`src/rtl/sobel_pkg.sv`:
```
// Shared constants and types for the Sobel frame sequencer.
//   FRAME_DIM/DEPTH : frame geometry (32x32 pixels)
//   PIX_W/ADDR_W/G_W: pixel word, frame address and gradient nibble widths
//   seq_state_e     : sequencer states
//   res_t           : one captured result {addr, gy, gx}
package sobel_pkg;

  localparam int FRAME_DIM = 32;
  localparam int DEPTH     = FRAME_DIM * FRAME_DIM;
  localparam int PIX_W     = 12;
  localparam int ADDR_W    = 10;
  localparam int G_W       = 4;

  localparam logic [ADDR_W-1:0] LAST_ADDR = ADDR_W'(DEPTH - 1);

  typedef enum logic [1:0] {
    IDLE,
    LOAD,
    RUN,
    DRAIN
  } seq_state_e;

  typedef struct packed {
    logic [ADDR_W-1:0] addr;
    logic [G_W-1:0]    gy;
    logic [G_W-1:0]    gx;
  } res_t;

endpackage

```
`src/rtl/sobel_frame_seq_if.sv`:
```
// Bundle of every non-clock signal of sobel_frame_seq.
//   master : sequencer side (drives pixel ready, memory write/read, results)
//   slave  : environment side (pixel source, frame memory, result sink)
interface sobel_frame_seq_if;
  import sobel_pkg::*;

  // control
  logic              start;
  logic              busy;
  logic              frame_done;
  // input pixel stream
  logic              pix_valid;
  logic [PIX_W-1:0]  pix_data;
  logic              pix_ready;
  // frame memory write port
  logic              wr_en;
  logic [ADDR_W-1:0] wr_addr;
  logic [PIX_W-1:0]  wr_data;
  // frame memory Sobel read port
  logic              sobel_en;
  logic              rd_en;
  logic [ADDR_W-1:0] rd_addr;
  logic [G_W-1:0]    gx_in;
  logic [G_W-1:0]    gy_in;
  // result stream
  logic              res_valid;
  logic              res_ready;
  logic [2*G_W-1:0]  res_data;
  logic [ADDR_W-1:0] res_addr;

  modport master (
    input  start, pix_valid, pix_data, gx_in, gy_in, res_ready,
    output busy, frame_done, pix_ready, wr_en, wr_addr, wr_data,
           sobel_en, rd_en, rd_addr, res_valid, res_data, res_addr
  );

  modport slave (
    output start, pix_valid, pix_data, gx_in, gy_in, res_ready,
    input  busy, frame_done, pix_ready, wr_en, wr_addr, wr_data,
           sobel_en, rd_en, rd_addr, res_valid, res_data, res_addr
  );

endinterface

```
`src/rtl/sobel_res_skid.sv`:
```
// Two-entry FIFO holding captured Sobel results until downstream accepts them.
//   clk, rst_n : clock, synchronous active-low reset
//   i_push     : write i_data this cycle (caller guarantees no overflow)
//   i_data     : result {addr, gy, gx} to store
//   o_valid    : FIFO not empty; o_data is the oldest entry
//   i_ready    : downstream accepts o_data (pop when o_valid & i_ready)
//   o_occ      : number of stored entries (0..2)
module sobel_res_skid
  import sobel_pkg::*;
(
  input  logic       clk,
  input  logic       rst_n,
  input  logic       i_push,
  input  res_t       i_data,
  output logic       o_valid,
  input  logic       i_ready,
  output res_t       o_data,
  output logic [1:0] o_occ
);

  res_t       r_entry [2];
  logic       r_wr_ptr;
  logic       r_rd_ptr;
  logic [1:0] r_occ;
  logic       w_pop;

  assign w_pop = o_valid & i_ready;

  // NOTE: sequential state uses non-blocking assignments so every register
  // samples the pre-edge values, independent of statement order.
  always_ff @(posedge clk) begin
    if (!rst_n) begin
      // NOTE: the storage is cleared as well, because o_data is visible on
      // the result port and must read zero straight after reset.
      for (int i = 0; i < 2; i++) r_entry[i] <= '0;
      r_wr_ptr <= 1'b0;
      r_rd_ptr <= 1'b0;
      r_occ    <= 2'd0;
    end else begin
      if (i_push) begin
        r_entry[r_wr_ptr] <= i_data;
        r_wr_ptr          <= ~r_wr_ptr;
      end
      if (w_pop) r_rd_ptr <= ~r_rd_ptr;
      // simultaneous push and pop leaves occupancy unchanged
      case ({i_push, w_pop})
        2'b10:   r_occ <= r_occ + 2'd1;
        2'b01:   r_occ <= r_occ - 2'd1;
        default: r_occ <= r_occ;
      endcase
    end
  end

  assign o_valid = (r_occ != 2'd0);
  assign o_data  = r_entry[r_rd_ptr];
  assign o_occ   = r_occ;

endmodule

```
`src/rtl/sobel_frame_seq.sv`:
```
// Frame sequencer for the 32x32 Sobel frame memory: loads a pixel stream
// into memory, sweeps the Sobel read address over the frame, and streams
// the returned {gy, gx} results out with backpressure.
//   clk, rst_n : clock, synchronous active-low reset
//   bus        : sobel_frame_seq_if.master (start/busy/frame_done, pixel
//                stream, memory write port, Sobel read port, result stream)
module sobel_frame_seq
  import sobel_pkg::*;
(
  input  logic              clk,
  input  logic              rst_n,
  sobel_frame_seq_if.master bus
);

  seq_state_e        r_state;
  logic [ADDR_W-1:0] r_wr_cnt;
  logic [ADDR_W-1:0] r_issue_cnt;
  logic              r_wr_en;
  logic [ADDR_W-1:0] r_wr_addr;
  logic [PIX_W-1:0]  r_wr_data;
  logic [ADDR_W-1:0] r_rd_addr;
  logic              r_in_flight;
  logic              r_frame_done;

  logic [1:0]        w_occ;
  logic              w_res_valid;
  logic              w_pop;
  logic              w_can_issue;
  logic              w_last_pop;
  res_t              w_cap;
  res_t              w_head;

  assign w_pop = w_res_valid & bus.res_ready;

  // A result popped this cycle frees its slot at the same edge the next
  // address is issued, which is what sustains one result per cycle.
  assign w_can_issue = (r_state == RUN) &&
                       (({1'b0, w_occ} + {2'b00, r_in_flight}) < (3'd2 + {2'b00, w_pop}));

  // In DRAIN nothing is left to issue; the frame ends when the only
  // remaining entry leaves and nothing is still in flight.
  assign w_last_pop = (r_state == DRAIN) && !r_in_flight && (w_occ == 2'd1) && w_pop;

  // rd_addr still holds the issued address during the in-flight cycle.
  assign w_cap = '{addr: r_rd_addr, gy: bus.gy_in, gx: bus.gx_in};

  sobel_res_skid u_skid (
    .clk     (clk),
    .rst_n   (rst_n),
    .i_push  (r_in_flight),
    .i_data  (w_cap),
    .o_valid (w_res_valid),
    .i_ready (bus.res_ready),
    .o_data  (w_head),
    .o_occ   (w_occ)
  );

  always_ff @(posedge clk) begin
    if (!rst_n) begin
      r_state      <= IDLE;
      r_wr_cnt     <= '0;
      r_issue_cnt  <= '0;
      r_wr_en      <= 1'b0;
      r_wr_addr    <= '0;
      r_wr_data    <= '0;
      r_rd_addr    <= '0;
      r_in_flight  <= 1'b0;
      r_frame_done <= 1'b0;
    end else begin
      r_wr_en      <= 1'b0;
      r_frame_done <= 1'b0;
      r_in_flight  <= w_can_issue;
      case (r_state)
        IDLE: begin
          if (bus.start) begin
            r_wr_cnt <= '0;
            r_state  <= LOAD;
          end
        end
        LOAD: begin
          // pix_ready is high throughout LOAD, so pix_valid alone is a transfer
          if (bus.pix_valid) begin
            r_wr_en   <= 1'b1;
            r_wr_addr <= r_wr_cnt;
            r_wr_data <= bus.pix_data;
            r_wr_cnt  <= r_wr_cnt + ADDR_W'(1);
            if (r_wr_cnt == LAST_ADDR) begin
              r_wr_cnt    <= '0;
              r_issue_cnt <= '0;
              r_rd_addr   <= '0;
              r_state     <= RUN;
            end
          end
        end
        RUN: begin
          if (w_can_issue) begin
            r_rd_addr   <= r_issue_cnt;
            r_issue_cnt <= r_issue_cnt + ADDR_W'(1);
            if (r_issue_cnt == LAST_ADDR) r_state <= DRAIN;
          end
        end
        DRAIN: begin
          if (w_last_pop) begin
            r_frame_done <= 1'b1;
            r_state      <= IDLE;
          end
        end
        default: r_state <= IDLE;
      endcase
    end
  end

  // Outputs are either registers or plain decodes of the state register.
  assign bus.busy       = (r_state != IDLE);
  assign bus.frame_done = r_frame_done;
  assign bus.pix_ready  = (r_state == LOAD);
  assign bus.wr_en      = r_wr_en;
  assign bus.wr_addr    = r_wr_addr;
  assign bus.wr_data    = r_wr_data;
  assign bus.sobel_en   = (r_state == RUN) || (r_state == DRAIN);
  assign bus.rd_en      = bus.sobel_en;
  assign bus.rd_addr    = r_rd_addr;
  assign bus.res_valid  = w_res_valid;
  assign bus.res_data   = {w_head.gy, w_head.gx};
  assign bus.res_addr   = w_head.addr;

endmodule

```
`src/flat_wrapper.sv`:
```
// flat-port wrapper written by rule: the top's interface ports become plain ports
module sobel_frame_seq_flat import sobel_pkg::*;
  (clk, rst_n, bus_start, bus_pix_valid, bus_pix_data, bus_gx_in, bus_gy_in, bus_res_ready, bus_busy, bus_frame_done, bus_pix_ready, bus_wr_en, bus_wr_addr, bus_wr_data, bus_sobel_en, bus_rd_en, bus_rd_addr, bus_res_valid, bus_res_data, bus_res_addr);
  sobel_frame_seq_if bus_i ();
  input  logic clk;
  input  logic rst_n;
  input wire logic [$bits(bus_i.start)-1:0] bus_start;
  input wire logic [$bits(bus_i.pix_valid)-1:0] bus_pix_valid;
  input wire logic [$bits(bus_i.pix_data)-1:0] bus_pix_data;
  input wire logic [$bits(bus_i.gx_in)-1:0] bus_gx_in;
  input wire logic [$bits(bus_i.gy_in)-1:0] bus_gy_in;
  input wire logic [$bits(bus_i.res_ready)-1:0] bus_res_ready;
  output wire logic [$bits(bus_i.busy)-1:0] bus_busy;
  output wire logic [$bits(bus_i.frame_done)-1:0] bus_frame_done;
  output wire logic [$bits(bus_i.pix_ready)-1:0] bus_pix_ready;
  output wire logic [$bits(bus_i.wr_en)-1:0] bus_wr_en;
  output wire logic [$bits(bus_i.wr_addr)-1:0] bus_wr_addr;
  output wire logic [$bits(bus_i.wr_data)-1:0] bus_wr_data;
  output wire logic [$bits(bus_i.sobel_en)-1:0] bus_sobel_en;
  output wire logic [$bits(bus_i.rd_en)-1:0] bus_rd_en;
  output wire logic [$bits(bus_i.rd_addr)-1:0] bus_rd_addr;
  output wire logic [$bits(bus_i.res_valid)-1:0] bus_res_valid;
  output wire logic [$bits(bus_i.res_data)-1:0] bus_res_data;
  output wire logic [$bits(bus_i.res_addr)-1:0] bus_res_addr;
  assign bus_i.start = bus_start;
  assign bus_i.pix_valid = bus_pix_valid;
  assign bus_i.pix_data = bus_pix_data;
  assign bus_i.gx_in = bus_gx_in;
  assign bus_i.gy_in = bus_gy_in;
  assign bus_i.res_ready = bus_res_ready;
  assign bus_busy = bus_i.busy;
  assign bus_frame_done = bus_i.frame_done;
  assign bus_pix_ready = bus_i.pix_ready;
  assign bus_wr_en = bus_i.wr_en;
  assign bus_wr_addr = bus_i.wr_addr;
  assign bus_wr_data = bus_i.wr_data;
  assign bus_sobel_en = bus_i.sobel_en;
  assign bus_rd_en = bus_i.rd_en;
  assign bus_rd_addr = bus_i.rd_addr;
  assign bus_res_valid = bus_i.res_valid;
  assign bus_res_data = bus_i.res_data;
  assign bus_res_addr = bus_i.res_addr;
  sobel_frame_seq u_core (.clk(clk), .rst_n(rst_n), .bus(bus_i));
endmodule
```
`config.mk`:
```
export PLATFORM = sky130hd
export DESIGN_NAME = sobel_frame_seq_flat
export DESIGN_NICKNAME = d
export VERILOG_FILES = /design/src/rtl/sobel_pkg.sv /design/src/rtl/sobel_frame_seq_if.sv /design/src/rtl/sobel_res_skid.sv /design/src/rtl/sobel_frame_seq.sv /design/src/flat_wrapper.sv
export SDC_FILE = /design/constraint.sdc
export NUM_CORES = 1
export LEC_CHECK = 0
export BUFFER_PORTS_ARGS = -buffer_cell sky130_fd_sc_hd__buf_2
export CORE_MARGIN = 2
export CORE_UTILIZATION = 45
export CTS_BUF_LIST = sky130_fd_sc_hd__clkbuf_4 sky130_fd_sc_hd__clkbuf_8 sky130_fd_sc_hd__clkbuf_16
export CTS_CLUSTER_DIAMETER = 30
export DETAILED_ROUTE_END_ITERATION = 8
export GPL_TIMING_DRIVEN = 0
export HOLD_SLACK_MARGIN = 0.06
export PLACE_DENSITY = 0.67
export SLEW_MARGIN = 20
export SYNTH_ARGS = -nofsm -noshare
export SYNTH_HDL_FRONTEND = slang
export SYNTH_SLANG_ARGS = --single-unit
```
`constraint.sdc`:
```
create_clock -name clk -period 2.95 [get_ports clk]
set_input_delay 0.295 -clock clk [delete_from_list [all_inputs] [get_ports clk]]
set_output_delay 0.295 -clock clk [all_outputs]
set_load 0.02 [all_outputs]
```
==> results.md <==
- Net count, final: 567
- PwrDens: between 700 and 800 mW/mm²
- Vias in the first global route: between 3000 and 4000
- IO Port Bufs: approximately 80
- Drt wl/cell: ~14 µm
- Max-slew violation count: 0
- Distinct cells, synth: 53
- GRT Total Usage: 0.185
- Synth Area in Compound Gates: 0.120
- Adder-Cell Fraction of Synth Area: 0.0343
- Share of cells above drive strength 1: 0.241
- Crit path max fanout: 10
- N_diodes: 0
- H-tree levels: 3
- RR Endpoint: u_core.bus.rd_addr[3]
- Post-Syn Area: approximately 0.0044 mm²
- Hold_buf cts: 0
- Routability congestion estimate from global placement: around 0.87
- FF+latch area: approximately 0.0023 mm²
- Total Neg Setup Slack: 0 ns
- Worst setup EP type: output port
- LEAKAGE: 2.04 nW
- Peak supply drop: 0.356 mV
- Placed wire-length estimate: ~7 mm
- Post-synthesis xor/xnor area fraction: 0.0180
- Synth warnings: 0
- Vias per cell: 5.21
- Endpoints failing setup: 0
- Worst-margin pin slew: around 0.9 ns
- Post-Synth Simple-Gate Area: 0.205
- Drt first-iter violations: roughly 210
- Total core area: around 0.0093 mm²
- Period minus WS final: roughly 2.4 ns
- Width of the die: slightly above 100 µm
- Syn nets: 474
- Io pins: 82
- Largest family of logic cells by synthesized area: simple AND/OR/NAND/NOR gates
- Worst EP required: roughly 2.7 ns
- Filler instances: 849
- Rows: 35
- Die area: 0.0105 mm²
- Antenna-violating nets left: 0
- Worst setup SP type: flip-flop
- Clk_lat worst skew: about 0.35 ns
- Drt first pass iters: 4
- Setup repair after global routing missed its margin: false
- TritonCTS clock tree: yes
- Register area share after synthesis: 0.531
- Clk buf depth: 2
- Crit path DAT: 2.12 ns
- Worst-path clk slew: 0.09 ns
- Final core utilization: 0.555
- Clock Skews: about 0.014 ns
- Postcts setup bufs: 0
- CP Class: reg2out
- Synthesized flop and latch total: between 90 and 100
- Worst hold path class: in2reg
- Die Ht: between 100 and 150 µm
- R2R cell count: 7
- Area grow syn2layout: 18.5%
- Rel. slew slack: 0.410
- Max Cap Viol: 0
- Drt drc: 0
- Final period util: 0.818
- Most common cell after layout, fill and taps aside: buf_2
- Gate Count Post-Synth: approximately 440
- Initial antenna violation count: 0
- Total global routing overflow: 0
- Avg Cell Area, Syn: roughly 10 µm²
- Worst R2R Start: u_core.u_skid.o_occ[0]
- Most frequent cells in the layout: buf_2, dfxtp_1, nand2_1, a21oi_1, and2_1
- Post-CTS sizing: 0
- R2R setup slack: approximately 0.7 ns
- Root Driver: clkbuf_8
- Total power draw: about 0.0038 W
- Inserted Clock Buffers: 9
- Fin. Hold Viols: 0
- Ys flop type: dfxtp_1
- Vias: ~3500
- Post-synthesis mux area share: 0.0535
- Largest net degree at the start of global routing: 19
- Post-synth EDFFs: 36
- Initial core utilization: 0.469
- F_max: a little over 0.4 GHz
- Worst Setup EP: bus_res_addr[0]
- Async SR Flop Fraction: 0
- Run status: finished clean
- Clock sink total: between 90 and 100
- Routed WL: approximately 9.5 mm
- Footprint of the multi-input gates: roughly 0.0019 mm²
- First-pass GRT wire length: between 15 and 20 mm
## per-stage QoR
step	instance area [µm²]	cells	setup slack [ns]	hold WS, ns
2_1_floorplan	4370	437	0.762	0.431
3_3_place_gp	4940	647	-0.0211	0.441
3_5_place_dp	4950	648	0.720	0.447
4_1_cts	5180	664	0.456	0.156
5_1_grt	5180	664	0.355	0.155
6_report	5180	664	0.536	0.176
## power by group
part	switching [W]	internal (W)	leakage, nW
registers	0.0000655	0.00152	0.872
logic	0.000828	0.000463	1.05
clock network	0.000455	0.000505	0.112
## cell usage after synthesis, types with 3 or more instances
cell / n / area, µm²
dfxtp_1: 62 / 1240
nand2_1: 59 / 221
a21oi_1: 39 / 195
and2_1: 37 / 231
edfxtp_1: 36 / 1080
clkbuf_1: 20 / 75.1
mux2_2: 19 / 214
o21ai_0: 19 / 95.1
nor2_1: 16 / 60.1
inv_1: 14 / 52.6
nand3_1: 14 / 70.1
ha_1: 12 / 150
nand4_1: 9 / 56.3
a311oi_1: 6 / 52.6
nand2b_1: 6 / 37.5
xnor2_1: 6 / 52.6
a31oi_1: 4 / 25.0
and3_1: 4 / 25.0
o31ai_1: 4 / 30.0
or3_1: 4 / 25.0
buf_2: 3 / 15.0
xor2_1: 3 / 26.3
## state kept, by name, summed over array words and instances (netlist names), named ones only
signal / count
u_core.bus.frame_done: 1
u_core.bus.rd_addr: 10
u_core.u_skid.o_occ: 2
u_core.u_skid.r_rd_ptr: 1
u_core.r_state: 2
u_core.r_in_flight: 1
u_core.bus.wr_addr: 10
u_core.r_wr_cnt: 10
u_core.bus.wr_data: 12
u_core.u_skid.r_entry: 36
u_core.r_issue_cnt: 10
u_core.u_skid.r_wr_ptr: 1
u_core.bus.wr_en: 1
## per-layer routing
metal	vias up	track usage	share of wire	wire (µm)
li1	1727	-	-	-
met1	1640	0.232	0.46	4350
met2	82	0.320	0.49	4600
met3	8	0.0319	0.044	418
met4	0	0.0646	0.0098	93
met5	-	0	0	0
## how the worst min path moves through the flow
stage | start | endpoint | depth (start not counted)
3_3_place_gp | u_core.bus.wr_data[3] | u_core.bus.wr_data[3] | 2
6_report | bus_pix_data[11] | u_core.bus.wr_data[11] | 3
2_1_floorplan | bus_pix_data[11] | u_core.bus.wr_data[11] | 2
3_5_place_dp | u_core.bus.wr_data[9] | u_core.bus.wr_data[9] | 2
5_1_grt | bus_pix_data[8] | u_core.bus.wr_data[8] | 3
4_1_cts | bus_pix_data[6] | u_core.bus.wr_data[6] | 3
## cell families (layout without fill, tap and decap cells)
kind of cell,count (synthesis),count (layout)
adder cells (fa/ha/maj),12,12
XOR/XNOR,9,9
flip-flops,98,98
buffers and inverters,40,138
multiplexers,21,21
AND/OR/NAND/NOR,170,170
AO/OA/AOI/OAI,87,87
## worst max-delay path, stage by stage (launching register included)
cell	delay, ns
dfxtp_1	0.32
clkbuf_1	0.38
clkbuf_1	0.51
mux2_2	0.40
buf_2	0.16
## cell type report
| class | instances | area share |
|---|---|---|
| Clock buffer | 11 | 0.0268 |
| Multi-Input combinational cell | 299 | 0.364 |
| Timing Repair Buffer | 82 | 0.0804 |
| Tap cell | 129 | 0.0312 |
| Inverter | 14 | 0.0101 |
| Clock inverter | 5 | 0.0169 |
| Sequential cell | 98 | 0.448 |
| Buffer | 26 | 0.0217 |
Note: power is estimated with default switching activity, not from simulation.
